--- src/rtl/uart_rx_fifo_ctrl.sv ---
// rtl/uart_rx_fifo_ctrl.sv - UART receive FIFO / holding register with LSR status and interrupts
//
// Purpose:
//   Stores received characters with their status bits {bi,fe,pe,data}.
//   There are 16 entries in FIFO mode and 1 entry in holding-register mode.
//   The block presents the head entry to the bus. It derives the LSR
//   receive bits, a trigger-level interrupt and an optional
//   character-timeout interrupt.
//
// Build option:
//   UART_RX_TIMEOUT_EN - when defined, char_tick drives a 4-character
//   timeout interrupt. When undefined, rx_timeout_int is tied 0.
//
// Ports:
//   pclk, presetn          clock, asynchronous active-low reset
//   utrrst                 synchronous receiver flush
//   fifo_en                1 = 16-deep FIFO, 0 = 1-deep holding register
//   rx_trig                trigger level select (1/4/8/14)
//   receive_load_en        push strobe for rsr_data and its status bits
//   rsr_data               received character
//   parity_error           status of the received character
//   frame_error            status of the received character
//   uart_break             status of the received character
//   rbr_rd                 pop strobe
//   lsr_rd                 LSR read strobe, clears overrun_error
//   char_tick              one pulse per character time
//   rbr_data               head character
//   lsr_pe, lsr_fe, lsr_bi head status bits
//   data_ready             LSR receive bit
//   overrun_error          LSR receive bit
//   rx_fifo_error          LSR receive bit
//   rx_count               number of stored entries (0..16)
//   rx_trig_int            interrupt request
//   rx_timeout_int         interrupt request
module uart_rx_fifo_ctrl (
  input  logic       pclk,
  input  logic       presetn,
  input  logic       utrrst,
  input  logic       fifo_en,
  input  logic [1:0] rx_trig,
  input  logic       receive_load_en,
  input  logic [7:0] rsr_data,
  input  logic       parity_error,
  input  logic       frame_error,
  input  logic       uart_break,
  input  logic       rbr_rd,
  input  logic       lsr_rd,
  input  logic       char_tick,
  output logic [7:0] rbr_data,
  output logic       data_ready,
  output logic       overrun_error,
  output logic       lsr_pe,
  output logic       lsr_fe,
  output logic       lsr_bi,
  output logic       rx_fifo_error,
  output logic [4:0] rx_count,
  output logic       rx_trig_int,
  output logic       rx_timeout_int
);

  logic [10:0] mem [16];
  logic [3:0]  wr_ptr;
  logic [3:0]  rd_ptr;
  logic [4:0]  err_cnt;
  logic        prev_fifo_en;

  logic        flush;
  logic        empty;
  logic        full;
  logic        push;
  logic        pop;
  logic        ovr_set;
  logic        err_inc;
  logic        err_dec;
  logic [4:0]  capacity;
  logic [4:0]  trig_level;
  logic [10:0] head;

  // A mode change invalidates whatever was stored under the old capacity.
  assign flush    = utrrst | (fifo_en ^ prev_fifo_en);
  assign capacity = fifo_en ? 5'd16 : 5'd1;
  assign empty    = (rx_count == 5'd0);
  assign full     = (rx_count == capacity);

  // When full, a push is accepted only if a pop frees the head slot in the same cycle.
  assign pop      = rbr_rd & ~empty & ~flush;
  assign push     = receive_load_en & (~full | rbr_rd) & ~flush;
  assign ovr_set  = receive_load_en & full & ~rbr_rd & ~flush;

  assign head     = mem[rd_ptr];
  assign err_inc  = push & (parity_error | frame_error | uart_break);
  assign err_dec  = pop & (|head[10:8]);

  always_ff @(posedge pclk) begin
    if (push) begin
      mem[wr_ptr] <= {uart_break, frame_error, parity_error, rsr_data};
    end
  end

  always_ff @(posedge pclk or negedge presetn) begin
    if (!presetn) begin
      wr_ptr       <= 4'd0;
      rd_ptr       <= 4'd0;
      rx_count     <= 5'd0;
      err_cnt      <= 5'd0;
      prev_fifo_en <= 1'b0;
    end else begin
      prev_fifo_en <= fifo_en;
      if (flush) begin
        wr_ptr   <= 4'd0;
        rd_ptr   <= 4'd0;
        rx_count <= 5'd0;
        err_cnt  <= 5'd0;
      end else begin
        if (push) wr_ptr <= wr_ptr + 4'd1;
        if (pop)  rd_ptr <= rd_ptr + 4'd1;
        rx_count <= rx_count + {4'd0, push} - {4'd0, pop};
        err_cnt  <= err_cnt + {4'd0, err_inc} - {4'd0, err_dec};
      end
    end
  end

  // A new overrun in the same cycle as an LSR read wins, so the event is never lost.
  always_ff @(posedge pclk or negedge presetn) begin
    if (!presetn) begin
      overrun_error <= 1'b0;
    end else if (utrrst) begin
      overrun_error <= 1'b0;
    end else if (ovr_set) begin
      overrun_error <= 1'b1;
    end else if (lsr_rd) begin
      overrun_error <= 1'b0;
    end
  end

  always_comb begin
    trig_level = 5'd1;
    case (rx_trig)
      2'b00:   trig_level = 5'd1;
      2'b01:   trig_level = 5'd4;
      2'b10:   trig_level = 5'd8;
      default: trig_level = 5'd14;
    endcase
  end

  assign rbr_data      = empty ? 8'd0 : head[7:0];
  assign lsr_pe        = ~empty & head[8];
  assign lsr_fe        = ~empty & head[9];
  assign lsr_bi        = ~empty & head[10];
  assign data_ready    = ~empty;
  assign rx_fifo_error = (err_cnt != 5'd0) & fifo_en;
  assign rx_trig_int   = fifo_en ? (rx_count >= trig_level) : data_ready;

`ifdef UART_RX_TIMEOUT_EN
  logic [1:0] to_cnt;

  // The counter sits at 3 after three idle character times; the fourth tick raises the request.
  always_ff @(posedge pclk or negedge presetn) begin
    if (!presetn) begin
      to_cnt         <= 2'd0;
      rx_timeout_int <= 1'b0;
    end else if (flush) begin
      to_cnt         <= 2'd0;
      rx_timeout_int <= 1'b0;
    end else begin
      if (push || rbr_rd || empty) begin
        to_cnt <= 2'd0;
      end else if (char_tick && fifo_en) begin
        to_cnt <= to_cnt + 2'd1;
      end
      if (push || rbr_rd) begin
        rx_timeout_int <= 1'b0;
      end else if (char_tick && fifo_en && !empty && to_cnt == 2'd3) begin
        rx_timeout_int <= 1'b1;
      end
    end
  end
`else
  logic unused_char_tick;
  assign unused_char_tick = char_tick;
  assign rx_timeout_int   = 1'b0;
`endif

endmodule

--- config.mk ---
export PLATFORM = sky130hd
export DESIGN_NAME = uart_rx_fifo_ctrl
export DESIGN_NICKNAME = d
export VERILOG_FILES = /design/src/rtl/uart_rx_fifo_ctrl.sv
export SDC_FILE = /design/constraint.sdc
export NUM_CORES = 1
export LEC_CHECK = 0
export BUFFER_PORTS_ARGS = -buffer_cell sky130_fd_sc_hd__clkbuf_2
export CAP_MARGIN = 20
export CORE_MARGIN = 2
export CORE_UTILIZATION = 45
export DETAILED_ROUTE_END_ITERATION = 8
export PLACE_DENSITY = 0.64
export SYNTH_ARGS = -nofsm -noshare
export SYNTH_HDL_FRONTEND = slang
export SYNTH_SLANG_ARGS = --single-unit
--- constraint.sdc ---
create_clock -name pclk -period 3.3 [get_ports pclk]
set_input_delay 0.165 -clock pclk [delete_from_list [all_inputs] [get_ports pclk]]
set_output_delay 0.165 -clock pclk [all_outputs]
set_load 0.1 [all_outputs]
# Word-level counts from Yosys, hierarchy flattened
# Memories as Yosys holds them, arrays and structs flattened.
# Cells that the tools add are included.
# totals
reg_bits,20
out_inout_bits,21
elab_cells,61
mem_bits_rw,176
n_memories,1
# classes
magnitude_cmp,1
n_reduce_logical,7
n_addsub,6
mux,15
bitwise,22
n_eq_ne,3
# memory_table
memory,depth,word_bits,rd,rd_ports_with_merged_regs,write_ports,line,text
mem,16,11,1,0,1,61,logic [10:0] mem [16];
# op_table
operator,n
4-bit two-way mux,4
5-bit two-way mux,3
1-bit AND,13
4-bit case mux with 3 select lines,1
5-bit by 1-bit adder with 5-bit output,2
5-bit by 1-bit subtractor with 5-bit output,2
"4-bit by 1-bit adder with 4-bit output, second input constant",2
8-bit two-way mux,1
1-bit two-way mux,6
5-bit == test,1
5-bit greater-or-equal comparator,1
5-bit logical NOT,1
5-bit nonzero test,1
1-bit NOT,4
1-bit OR,4
2-bit nonzero test,2
3-bit nonzero test,1
3-bit OR reduction,1
"2-bit by 1-bit == test with 1-bit output, second input constant",1
"2-bit == test, second input constant",1
2-bit logical NOT,1
1-bit bitwise XOR,1

# Logic depth before layout (Yosys ltp)
# Gate-level depths: netlist (run 1).
# depth
depth_word,10
ltp_mapped,18
depth_no_buf,16

# Least setup slack after synthesis (run 1)
# Ideal clock, no wire load.
# synth_timing
path_kind,register to output
start,reg rx_count[2]
end,out rx_trig_int
slack_ns,-0.753
path_stages_with_launch,7
path_buffers,0
arrival_time_ns,3.888
path_cell_list,dfrtp_1 -> inv_1 -> ha_1 -> nor4b_1 -> inv_1 -> nor2_1 -> a31oi_1
# synth_between
elab_chain_len,3
# synth_rtl
element,line,text
from (decl),56,"output logic [4:0] rx_count,"
from (signal assigned),117,"rx_count <= rx_count + {4'd0, push} - {4'd0, pop};"
5-bit logical NOT,82,assign empty = (rx_count == 5'd0);
1-bit NOT,150,assign data_ready = ~empty;
named net data_ready,50,"output logic data_ready,"
1-bit two-way mux,152,assign rx_trig_int = fifo_en ? (rx_count >= trig_level) : data_ready;
to (decl),57,"output logic rx_trig_int,"
# The timed path passes the listed nets, and every way through them passes these cells.

# Worst setup path in the final report (run 1)
# layout_timing
start,reg rd_ptr[0]
end,reg err_cnt[4]
# layout_between
elab_chain_len,5
# layout_rtl
element,line,text
from (decl),63,logic [3:0] rd_ptr;
from (signal assigned),116,if (pop) rd_ptr <= rd_ptr + 4'd1;
memory 16 x 11 bit,--,
3-bit OR reduction,92,assign err_dec = pop & (|head[10:8]);
1-bit AND,92,
5-bit by 1-bit subtractor with 5-bit output,118,"err_cnt <= err_cnt + {4'd0, err_inc} - {4'd0, err_dec};"
5-bit two-way mux,109,if (flush) begin
to (signal assigned),118,
to (decl),64,logic [4:0] err_cnt;
# No other way between the ends.
# A chain may end at the register's enable or synchronous reset.

==> reports/results.txt, run 1 <==
Maximum fanout encountered on the critical timing path: 6
Initial Util: 45.6%
CP dominant cell by count: sky130_fd_sc_hd__inv_1
Overall track demand over capacity in global routing: 18.2%
Pre-CTS worst setup slack: 0.0530 ns
Per-instance average area after synthesis: 18.3 sq um
Net switching component of the power: 1.12 mW
DPL Wire Length: 10,600 microns
Die outline area: 0.0192 sq mm
Largest clock skew in the final design: 0.0155 ns
Arrival time worst endpoint: 3.58 ns
Antenna Nets Post-Route: 0
Number of global-route vias before repair: 4,311
Pin count of the biggest net entering global routing: 27
Antenna violations before repair: 0
Synth top cells by count: 176 x sky130_fd_sc_hd__edfxtp_1, 46 x sky130_fd_sc_hd__mux4_2, 31 x sky130_fd_sc_hd__nor2_1, 21 x sky130_fd_sc_hd__ha_1, 21 x sky130_fd_sc_hd__inv_1
Post-synthesis sequential element count: 196
Antenna fix cells: 0
Worst setup path start: rd_ptr[0]
Critical R2R Launch: rd_ptr[0]
Final hold violation count: 0
Fraction of synthesized cell area taken by the top area cell type: 64.7%
Clock transition at the registers of the reported paths: 0.07 ns
Most frequent cell after synthesis: sky130_fd_sc_hd__edfxtp_1
Final instance count without filler cells: 766
Transition time at the pin with the least slew margin: 0.781 ns
Time the final worst path needs with I/O delays and setup: 3.23 ns
Series of cell instances along the critical path: buf_12 -> mux4_2 -> a22oi_2 -> nand4_1 -> o21a_1 -> ha_1 -> inv_1 -> ha_1 -> inv_1 -> fa_2 -> inv_1 -> a21oi_1 -> nor2_1 -> or3_1 -> a21oi_2
Number of DRC violations after detailed routing: 0
Fraction of layout instances using a drive strength above 1: 32.0%
Setup repair after global routing missed its margin: yes
Total overflow reported by the global router: 0
Number of vias in the routed layout: 4,194
Inserted Clock Buffers: 17
Endpoint of the most critical register-to-register path: err_cnt[4]
Result of the run: finished, final reports clean
Power share of the sequential group: 53.3%
Reported leakage power: 3.29 nW
Required time worst endpoint: 3.65 ns
Height of the die: 139 microns
Slack of the worst reg-to-reg path: 0.07 ns
Number of fill cells in the layout: 1,405
Share of synthesized registers carrying an async set or reset: 10.2%
Critical path's largest stage delay: 0.51 ns
Slew Viols, Final: 0
Rows: 49
Cell count after placement: 728
Synth top area cells: sky130_fd_sc_hd__edfxtp_1 65%, sky130_fd_sc_hd__mux4_2 13%, sky130_fd_sc_hd__dfrtp_1 6.1%, sky130_fd_sc_hd__ha_1 3.2%, sky130_fd_sc_hd__mux2i_1 1.6%
Count of distinct cell types in the synthesized netlist: 37
Drt total wl: 16,600 microns
CP startpoint kind: flip-flop
Prevailing post-synth register cell: sky130_fd_sc_hd__edfxtp_1
Critical path capture point: err_cnt[4]
Post-route clock period utilization: 97.8%
Maximum VDD drop: 0.371 mV
Clock insertion delay at the later pin of the skew report: 0.44 ns
Net count, final: 568
Placement Cell Area: 0.00885 sq mm
CP Buf/Inv Count: 4
Core Footprint: 0.0179 sq mm
Final instance area: 0.00957 sq mm
Final weighted congestion in routability-driven placement: 0.755
CTS tree: yes
Max_cap viols: 0
Buffer type at the clock tree root: sky130_fd_sc_hd__clkbuf_16
Warning count from the yosys run: 0
Post-DR vias/cell: 5.48
PnR worst setup slack: 0.0713 ns
Number of enable-type register cells in the synthesized netlist: 176
Mean routed wirelength per cell: 21.7 microns
Horizontal extent of the die: 139 microns
Category of the most critical setup path: flip-flop to flip-flop
Crit-path leading delay family: adder cells
Clock H-tree levels: 4
Cell depth of the worst setup path: 15
Power density cells: 534 mW/mm^2
Part of the power in combinational logic: 6.5%
Count of endpoints failing setup in the final report: 0
First-pass iteration count of the detailed router: 4
Proportion of power drawn by the clock network: 40.2%
Post-Route Setup TNS: 0 ns
First-pass GRT wire length: 25,600 microns
Cell-internal power: 3.99 mW
Synth Cell Area: 0.00817 sq mm
Worst setup EP type: flip-flop
Detailed Route Iter0 Violations: 355
Number of standard cells after synthesis: 446
Logic depth of the worst register-to-register path: 15
Post-synthesis sequential area ratio: 70.8%
Max-Slew Margin vs Limit: 47.6%
Crit-path slowest cell: sky130_fd_sc_hd__mux4_2
I/O Pins: 42
Area overhead of the layout relative to synthesis: 17.1%
Max Fclk: 0.310 GHz
Sink count of the clock tree: 196
Mapped Nets: 490
Library cell occupying the most area in the post-synthesis netlist: sky130_fd_sc_hd__edfxtp_1
Switching Fraction: 21.9%
Port Buf Inserts: 39
HP Class: input port to flip-flop
Maximum number of buffers from clock root to sink: 2
[how the worst min path moves through the flow]
stage | startpoint | to | cells past startpoint
after detailed placement | presetn | err_cnt[4] | 1
final | utrrst | overrun_error | 4
after CTS | utrrst | overrun_error | 4
after global placement | presetn | err_cnt[4] | 1
after global routing | utrrst | overrun_error | 4
after floorplan | presetn | err_cnt[0] | 0
[cell families (layout without fill, tap and decap cells)]
kind of cell / Yosys count / in the layout / share of synthesized area, %
AO/OA/AOI/OAI: 34 / 34 / 2.65
XOR/XNOR: 13 / 13 / 1.39
adder cells (fa/ha/maj): 23 / 23 / 3.71
buffers and inverters: 39 / 130 / 2.27
flip-flops: 196 / 196 / 70.8
multiplexers: 59 / 59 / 14.3
other: 1 / 1 / 0.0459
AND/OR/NAND/NOR: 81 / 81 / 4.84
[worst min-delay path, cell delays in order]
cell and delay, ns:
sky130_fd_sc_hd__clkbuf_2 0.10, sky130_fd_sc_hd__nor2_1 0.04, sky130_fd_sc_hd__nand2_1 0.05, sky130_fd_sc_hd__o21ai_0 0.07
[placed cells by master, fill, tap and decap left out, types with 4 or more instances in the layout]
master | synthesis | final
sky130_fd_sc_hd__clkbuf_16 | 0 | 17
sky130_fd_sc_hd__clkbuf_2 | 0 | 33
sky130_fd_sc_hd__a221oi_1 | 6 | 4
sky130_fd_sc_hd__dfrtp_1 | 20 | 14
sky130_fd_sc_hd__buf_4 | 4 | 31
sky130_fd_sc_hd__a21oi_1 | 11 | 10
sky130_fd_sc_hd__nand2_1 | 12 | 12
sky130_fd_sc_hd__nand2b_1 | 5 | 5
sky130_fd_sc_hd__dfrtp_2 | 0 | 5
sky130_fd_sc_hd__nor3_2 | 0 | 4
sky130_fd_sc_hd__nand3_1 | 4 | 4
sky130_fd_sc_hd__buf_2 | 1 | 6
sky130_fd_sc_hd__xor2_1 | 6 | 6
sky130_fd_sc_hd__mux4_2 | 46 | 46
sky130_fd_sc_hd__mux2i_1 | 13 | 12
sky130_fd_sc_hd__nor2_1 | 31 | 31
sky130_fd_sc_hd__and2_1 | 13 | 12
sky130_fd_sc_hd__o21ai_0 | 7 | 5
sky130_fd_sc_hd__inv_1 | 21 | 21
sky130_fd_sc_hd__edfxtp_1 | 176 | 176
sky130_fd_sc_hd__xnor2_1 | 7 | 7
sky130_fd_sc_hd__ha_1 | 21 | 21
[power groups by stage]
stage	clock, mW	combinational (mW)	sequential [mW]
2_1_floorplan	0	0.215	2.79
3_3_place_gp	0	0.319	2.78
3_5_place_dp	0	0.324	2.78
4_1_cts	2.09	0.329	2.73
5_1_grt	2.20	0.357	2.73
6_report	2.05	0.332	2.73
[what timing repair did]
action	CTS	global route
gates resized for setup	0	20
buffers inserted	0	4
endpoints found under the hold margin	22	0
hold buffers	3	0
endpoints found under the setup margin	0	6
[layout make-up]
cell class	count	area [sq um]	share of cell area (%)
repair buffers	77	529	5.53
inverters	21	78.8	0.824
clock inverters	10	121	1.27
flip-flops and latches	196	5800	60.6
multi-input cells	211	2280	23.8
well taps	229	287	3.00
clock buffers	22	474	4.96
[registers in the layout (all words and copies together), names as in the netlist]
register / flops
err_cnt: 5
mem: 176
overrun_error: 1
prev_fifo_en: 1
rd_ptr: 4
rx_count: 5
wr_ptr: 4
[routing by layer]
metal | share of wire [%] | GRT usage (%)
met2 | 50 | 30.2
met1 | 44 | 24.4
met3 | 4.3 | 3.94
met4 | 1.9 | 5.74
met5 | 0 | 0
[stage by stage]
stage	power [mW]	utilization [%]	hold WS (ns)
after floorplan	3.01	-	-0.131
after global placement	3.10	49.4	0.171
after detailed placement	3.10	49.4	0.167
after CTS	5.15	52.9	0.0178
after global routing	5.29	53.4	0.0318
final	5.11	53.4	0.0341
No activity file was read; power rests on OpenSTA's default activity.
==> run 2: changes to the inputs <==
--- a/config.mk
+++ b/config.mk
@@ -5,6 +5,7 @@
 export SDC_FILE = /design/constraint.sdc
 export NUM_CORES = 1
 export LEC_CHECK = 0
+export ABC_AREA = 1
 export BUFFER_PORTS_ARGS = -buffer_cell sky130_fd_sc_hd__clkbuf_2
 export CAP_MARGIN = 20
 export CORE_MARGIN = 2
==> reports/results.txt, run 2 <==
Antenna fix cells: 0 (unchanged)
Share of the synthesized area in compound gates (AO/OA/AOI/OAI): 9.85% (+7.2 points)
HP Class: input port to flip-flop
Reported leakage power: 3.66 nW (+11%)
Maximum VDD drop: 0.418 mV (+13%)
Largest clock skew in the final design: 0.00831 ns (-0.00714 ns)
Final weighted congestion in routability-driven placement: 0.787 (+4.3%)
Antenna violations before repair: 1 (+1)
Synth top area cells: sky130_fd_sc_hd__edfxtp_1 62%, sky130_fd_sc_hd__nor2_1 6.2%, sky130_fd_sc_hd__dfrtp_1 5.9%, sky130_fd_sc_hd__nand2_1 4.4%, sky130_fd_sc_hd__o21ai_0 3.6%
Rows: 50 (+2.0%)
Number of enable-type register cells in the synthesized netlist: 176 (unchanged)
Per-instance average area after synthesis: 11.4 sq um (-38%)
Max-Slew Margin vs Limit: 56.8% (+9.2 points)
Inserted Clock Buffers: 17 (unchanged)
Pin count of the biggest net entering global routing: 36 (+33%)
Synth top cells by count: 176 x sky130_fd_sc_hd__edfxtp_1, 139 x sky130_fd_sc_hd__nor2_1, 100 x sky130_fd_sc_hd__nand2_1, 61 x sky130_fd_sc_hd__o21ai_0, 51 x sky130_fd_sc_hd__inv_1
Power density cells: 554 mW/mm^2 (+3.7%)
Area overhead of the layout relative to synthesis: 17.0% (about the same)
Top Registers: mem: 176 flops, err_cnt: 5 flops, rx_count: 5 flops
Post CTS Setup Buffer Count: 0 (unchanged)
Sink count of the clock tree: 196 (unchanged)
Post-synthesis sequential element count: 196 (unchanged)
First-pass GRT wire length: 30,000 microns (+17%)
Setup repair after global routing missed its margin: no
Maximum fanout encountered on the critical timing path: 6 (unchanged)
Port Buf Inserts: 39 (unchanged)
Die outline area: 0.0199 sq mm (+3.6%)
Portion of netlist area occupied by mux cells: 0% (-14 points)
Library cell occupying the most area in the post-synthesis netlist: sky130_fd_sc_hd__edfxtp_1
Arrival time worst endpoint: 3.34 ns (-0.24 ns)
Most common cell after layout, fill and taps aside: sky130_fd_sc_hd__edfxtp_1
Overall power: 5.49 mW (+7.5%)
Fraction of layout instances using a drive strength above 1: 15.9% (-16 points)
Core Footprint: 0.0186 sq mm (+3.8%)
Post-route clock period utilization: 90.5% (-7.3 points)
Total overflow reported by the global router: 0 (unchanged)
Maximum number of buffers from clock root to sink: 2 (unchanged)
Placement Cell Area: 0.00925 sq mm (+4.5%)
Mean routed wirelength per cell: 18.4 microns (-15%)
Transition time at the pin with the least slew margin: 0.646 ns (-0.136 ns)
Post-DR vias/cell: 5.40 (-1.4%)
Buffer type at the clock tree root: sky130_fd_sc_hd__clkbuf_16
Final instance area: 0.00992 sq mm (+3.7%)
Result of the run: finished, final reports clean
Prevailing post-synth register cell: sky130_fd_sc_hd__edfxtp_1
Highest-count cells in the layout ignoring fill and taps: 176 x sky130_fd_sc_hd__edfxtp_1, 138 x sky130_fd_sc_hd__nor2_1, 99 x sky130_fd_sc_hd__nand2_1
Initial Util: 45.6% (about the same)
Worst setup EP type: flip-flop
Clock insertion delay at the later pin of the skew report: 0.43 ns (about the same)
Area fraction in and, or, nand and nor cells after synthesis: 13.4% (+8.6 points)
Slack of the worst reg-to-reg path: 0.31 ns (+0.24 ns)
Detailed Route Iter0 Violations: 503 (+42%)
Number of DRC violations after detailed routing: 0 (unchanged)
I/O Pins: 42 (unchanged)
Time the final worst path needs with I/O delays and setup: 2.99 ns (-0.241 ns)
Final hold violation count: 0 (unchanged)
Share of synthesized registers carrying an async set or reset: 10.2% (unchanged)
Warning count from the yosys run: 0 (unchanged)
Count of endpoints failing setup in the final report: 0 (unchanged)
Max_cap viols: 0 (unchanged)
Max FFs per register: 176 (unchanged)
DPL Wire Length: 12,400 microns (+18%)
Overall track demand over capacity in global routing: 20.0% (+1.8 points)
Most frequent cell after synthesis: sky130_fd_sc_hd__edfxtp_1
Adder-cell share of the synthesized area: 3.57% (-0.13 points)
Combinational family with the most area after synthesis: simple AND/OR/NAND/NOR gates
Xor/xnor share of the synthesized area: 0.310% (-1.1 points)
Endpoint of the most critical register-to-register path: err_cnt[4]
Net count, final: 853 (+50%)
Count of distinct cell types in the synthesized netlist: 34 (-8.1%)
First-pass iteration count of the detailed router: 5 (+1)
Post-Route Setup TNS: 0 ns (unchanged)
Number of global-route vias before repair: 5,486 (+27%)
Clock transition at the registers of the reported paths: 0.07 ns (about the same)
Post-synthesis sequential area ratio: 68.3% (-2.6 points)
Worst setup path start: rd_ptr[1]
Fraction of synthesized cell area taken by the top area cell type: 62.4% (-2.3 points)
Required time worst endpoint: 3.65 ns (about the same)
CTS tree: yes
CP startpoint kind: flip-flop
Number of fill cells in the layout: 1,540 (+9.6%)
Critical R2R Launch: rd_ptr[1]
Clock H-tree levels: 4 (unchanged)
Register name with the most flops: mem
Antenna Nets Post-Route: 0 (unchanged)
Horizontal extent of the die: 141 microns (+1.8%)
Max Fclk: 0.335 GHz (+8.1%)
Synth Cell Area: 0.00848 sq mm (+3.8%)
Number of standard cells after synthesis: 743 (+67%)
Height of the die: 141 microns (+1.8%)
Final worst hold slack: 0.0778 ns (+0.0437 ns)
Logic depth of the worst register-to-register path: 18 (+3)
Number of vias in the routed layout: 5,700 (+36%)
Category of the most critical setup path: flip-flop to flip-flop
Drt total wl: 19,400 microns (+17%)
Slew Viols, Final: 0 (unchanged)
Critical path capture point: err_cnt[4]
Mapped Nets: 787 (+61%)
## run 2: cell type report
type	count	area [sq um]	share of cell area, %
Clock buffer	17	425	4.29
Clock inverter	15	171	1.73
Inverter	54	209	2.11
Multi-Input combinational cell	458	2360	23.8
Sequential cell	196	5790	58.4
Tap cell	234	293	2.95
Timing Repair Buffer	81	659	6.65
Timing Repair inverter	1	7.51	0.0757
## run 2: critical path, cell delays in order, from the launching register on
cell                         delay, ns
sky130_fd_sc_hd__dfrtp_2          0.46
sky130_fd_sc_hd__buf_4            0.20
sky130_fd_sc_hd__clkinvlp_4       0.15
sky130_fd_sc_hd__nand3_1          0.11
sky130_fd_sc_hd__nand3_1          0.12
sky130_fd_sc_hd__nand2_1          0.13
sky130_fd_sc_hd__nand2_1          0.06
sky130_fd_sc_hd__nor2_1           0.15
sky130_fd_sc_hd__a21oi_1          0.09
sky130_fd_sc_hd__ha_1             0.29
sky130_fd_sc_hd__inv_1            0.05
sky130_fd_sc_hd__ha_1             0.15
sky130_fd_sc_hd__inv_1            0.05
sky130_fd_sc_hd__fa_1             0.36
sky130_fd_sc_hd__inv_1            0.09
sky130_fd_sc_hd__a21oi_1          0.07
sky130_fd_sc_hd__o21ai_1          0.15
sky130_fd_sc_hd__o21ai_0          0.09
sky130_fd_sc_hd__a21oi_1          0.13
## run 2: timing repair
| action | 4_1_cts | 5_1_grt |
|---|---|---|
| hold endpoints to repair | 22 | 0 |
| hold buffers | 4 | 0 |
| endpoints found under the setup margin | 0 | 1 |
| gates resized for setup | 0 | 10 |
## run 2: layer usage
layer	share of wire [%]	wire, microns	GRT usage [%]	up-vias
li1	-	-	-	2720
met5	0.082	16	0	-
met2	49	9510	32.8	149
met3	4.4	860	3.16	34
met4	2.2	420	7.37	2
met1	44	8610	27.4	2795
## run 2: report_power, final
group / switching (mW) / internal [mW] / leakage (nW)
combinational: 0.506 / 0.178 / 1.52
sequential: 0.0133 / 2.72 / 1.85
clock: 0.935 / 1.14 / 0.292
## run 2: worst min-delay path by stage
stage                        endpoint     from  cells past startpoint  slack, ns
after floorplan            err_cnt[0]  presetn                      0      -0.13
after global placement    rx_count[0]  presetn                      1       0.17
after detailed placement  rx_count[0]  presetn                      1       0.16
after CTS                   rd_ptr[2]   rbr_rd                      3       0.05
after global routing        rd_ptr[2]   rbr_rd                      3        0.1
final                       rd_ptr[2]   rbr_rd                      3       0.08
## run 2: cell families (layout without fill, tap and decap cells)
logic type | Yosys count | after routing
AOI/OAI and AO/OA | 149 | 149
and+or+nand+nor | 282 | 282
adders and majority gates | 23 | 23
xor gates and xnor gates | 3 | 3
other | 1 | 1
buffers and inverters | 89 | 168
DFF | 196 | 196
## run 2: through the flow
step	util [%]	setup WS [ns]	instances
final	53.4	0.313	1056
after global routing	53.4	0.0209	1056
after CTS	53.2	0.205	1055
after detailed placement	49.8	0.228	1019
after global placement	49.8	0.313	1019
after floorplan	-	0.0817	743
==> run 3: changes to the inputs <==
--- a/config.mk
+++ b/config.mk
@@ -7,10 +7,10 @@
 export LEC_CHECK = 0
 export ABC_AREA = 1
 export BUFFER_PORTS_ARGS = -buffer_cell sky130_fd_sc_hd__clkbuf_2
-export CAP_MARGIN = 20
 export CORE_MARGIN = 2
 export CORE_UTILIZATION = 45
 export DETAILED_ROUTE_END_ITERATION = 8
+export GPL_TIMING_DRIVEN = 0
 export PLACE_DENSITY = 0.64
 export SYNTH_ARGS = -nofsm -noshare
 export SYNTH_HDL_FRONTEND = slang
==> reports/results.txt, run 3 (same netlist as run 2, synthesis figures left out) <==
Result of the run: finished, final reports clean
Final weighted congestion in routability-driven placement: 0.823 (+4.5%)
HP Class: input port to flip-flop
Overall track demand over capacity in global routing: 21.3% (+1.3 points)
Required time worst endpoint: 3.66 ns (about the same)
Number of vias in the routed layout: 5,740 (+0.70%)
Most common cell after layout, fill and taps aside: sky130_fd_sc_hd__edfxtp_1
Core Footprint: 0.0186 sq mm (unchanged)
Net count, final: 853 (unchanged)
Power density cells: 557 mW/mm^2 (+0.62%)
DPL Wire Length: 13,800 microns (+11%)
Max_cap viols: 0 (unchanged)
Worst setup EP type: flip-flop
Final hold violation count: 0 (unchanged)
Largest clock skew in the final design: 0.00578 ns (-0.00254 ns)
Final core utilization: 52.1% (-1.3 points)
Detailed Route Iter0 Violations: 562 (+12%)
Horizontal extent of the die: 141 microns (unchanged)
Area overhead of the layout relative to synthesis: 14.2%
Die outline area: 0.0199 sq mm (unchanged)
Total overflow reported by the global router: 0 (unchanged)
Rows: 50 (unchanged)
Inserted Clock Buffers: 17 (unchanged)
Maximum fanout encountered on the critical timing path: 10 (+4)
Pin count of the biggest net entering global routing: 21 (-42%)
Clock H-tree levels: 4 (unchanged)
First-pass GRT wire length: 31,400 microns (+4.6%)
Top Registers: mem: 176 flops, err_cnt: 5 flops, rx_count: 5 flops
Initial Util: 45.6% (unchanged)
Slew Viols, Final: 0 (unchanged)
Max-Slew Margin vs Limit: 13.5% (-43 points)
Transition time at the pin with the least slew margin: 1.29 ns (+0.647 ns)
Final instance area: 0.00968 sq mm (-2.4%)
Fraction of layout instances using a drive strength above 1: 14.8% (-1.1 points)
Sink count of the clock tree: 196 (unchanged)
Maximum number of buffers from clock root to sink: 2 (unchanged)
CP startpoint kind: flip-flop
Number of DRC violations after detailed routing: 0 (unchanged)
Max Fclk: 0.324 GHz (-3.2%)
Antenna violations before repair: 0 (-1)
Port Buf Inserts: 39 (unchanged)
Post-DR vias/cell: 5.44 (+0.70%)
Antenna fix cells: 0 (unchanged)
Clock transition at the registers of the reported paths: 0.07 ns (about the same)
Height of the die: 141 microns (unchanged)
Reported leakage power: 3.56 nW (-2.8%)
First-pass iteration count of the detailed router: 5 (unchanged)
CTS tree: yes
Antenna Nets Post-Route: 0 (unchanged)
Placement Cell Area: 0.00901 sq mm (-2.6%)
Worst Hold Depth: 4 (+1)
I/O Pins: 42 (unchanged)
Logic depth of the worst register-to-register path: 19 (+1)
Mean routed wirelength per cell: 19.4 microns (+5.4%)
Arrival time worst endpoint: 3.45 ns (+0.11 ns)
Clock insertion delay at the later pin of the skew report: 0.44 ns (about the same)
Count of endpoints failing setup in the final report: 0 (unchanged)
Post-route clock period utilization: 93.6% (+3.0 points)
Register name with the most flops: mem
Category of the most critical setup path: flip-flop to flip-flop
Highest-count cells in the layout ignoring fill and taps: 176 x sky130_fd_sc_hd__edfxtp_1, 137 x sky130_fd_sc_hd__nor2_1, 98 x sky130_fd_sc_hd__nand2_1
Maximum VDD drop: 0.383 mV (-8.4%)
Drt total wl: 20,500 microns (+5.4%)
Time the final worst path needs with I/O delays and setup: 3.09 ns (+0.100 ns)
Buffer type at the clock tree root: sky130_fd_sc_hd__clkbuf_16
Number of global-route vias before repair: 5,410 (-1.4%)
Final instance count without filler cells: 1,056 (unchanged)
Max FFs per register: 176 (unchanged)
Cell count after placement: 1,016 (-0.29%)
Setup repair after global routing missed its margin: yes
-- run 3: changes by cell type in the layout (fill, tap and decap cells not counted), sizes merged --
cell | previous run | this run
buf | 47 | 27
clkbuf | 47 | 70
inv | 57 | 54
-- run 3: power by group --
group          switching, mW  internal [mW]  total (mW)
clock network          0.909           1.12        2.02
logic                  0.510          0.123       0.634
registers             0.0145           2.72        2.74
-- run 3: layer usage --
metal	GRT usage (%)	part of all wire, %	wire (microns)	up-vias
met5	0	0	0	-
met4	6.42	1.5	299	0
met3	3.19	5.6	1150	28
met2	35.2	48	9890	197
met1	29.5	45	9140	2792
li1	-	-	-	2723
-- run 3: layout make-up --
| cell class | count | area, sq um |
|---|---|---|
| clock buffer | 19 | 433 |
| inverter | 54 | 210 |
| tap | 234 | 293 |
| clock inverter | 13 | 133 |
| buffer | 35 | 190 |
| fill | 1574 | 8900 |
| multi-input combinational | 458 | 2360 |
| sequential | 196 | 5790 |
| timing repair buffer | 47 | 265 |
-- run 3: metrics by stage --
stage	hold WS, ns	TNS [ns]	worst slack, ns	total power, mW
after floorplan	-0.131	0	0.0817	3.25
after global placement	0.179	-0.240	-0.240	3.41
after detailed placement	0.177	-0.274	-0.274	3.42
after CTS	0.0542	0	0.0102	5.40
after global routing	0.0796	-0.0214	-0.0214	5.55
final	0.0576	0	0.213	5.39
-- run 3: worst paths after layout --
path | startpoint | to | slack (ns)
worst max register to register | rd_ptr[2] | err_cnt[4] | 0.21
max in group asynchronous | presetn | rd_ptr[0] | 2.67
worst min register to register | err_cnt[3] | err_cnt[4] | 0.60
worst max-delay path | rd_ptr[2] | err_cnt[4] | 0.21
worst min-delay path | utrrst | rd_ptr[3] | 0.06
min in group asynchronous | presetn | rx_count[2] | 0.23
-- run 3: worst max-delay path, cell delays in order (launching register included) --
cell and delay (ns):
sky130_fd_sc_hd__dfrtp_1 0.36, sky130_fd_sc_hd__clkbuf_4 0.20, sky130_fd_sc_hd__clkinvlp_4 0.12, sky130_fd_sc_hd__buf_4 0.16, sky130_fd_sc_hd__buf_4 0.20, sky130_fd_sc_hd__nand3_1 0.16, sky130_fd_sc_hd__nand2_2 0.12, sky130_fd_sc_hd__nand2_1 0.06
sky130_fd_sc_hd__nor2_2 0.12, sky130_fd_sc_hd__a21oi_1 0.08, sky130_fd_sc_hd__ha_1 0.28, sky130_fd_sc_hd__inv_1 0.05, sky130_fd_sc_hd__ha_1 0.16, sky130_fd_sc_hd__inv_1 0.05, sky130_fd_sc_hd__fa_1 0.35, sky130_fd_sc_hd__inv_1 0.09
sky130_fd_sc_hd__a21oi_1 0.07, sky130_fd_sc_hd__o21ai_1 0.16, sky130_fd_sc_hd__o21ai_0 0.10, sky130_fd_sc_hd__a21oi_1 0.13
-- run 3: timing repair --
item,4_1_cts,5_1_grt
hold endpoints to repair,22,0
gates resized for setup,4,13
hold buffers,4,0
setup buffers,0,4
endpoints found under the setup margin,2,3
pin swaps,0,3
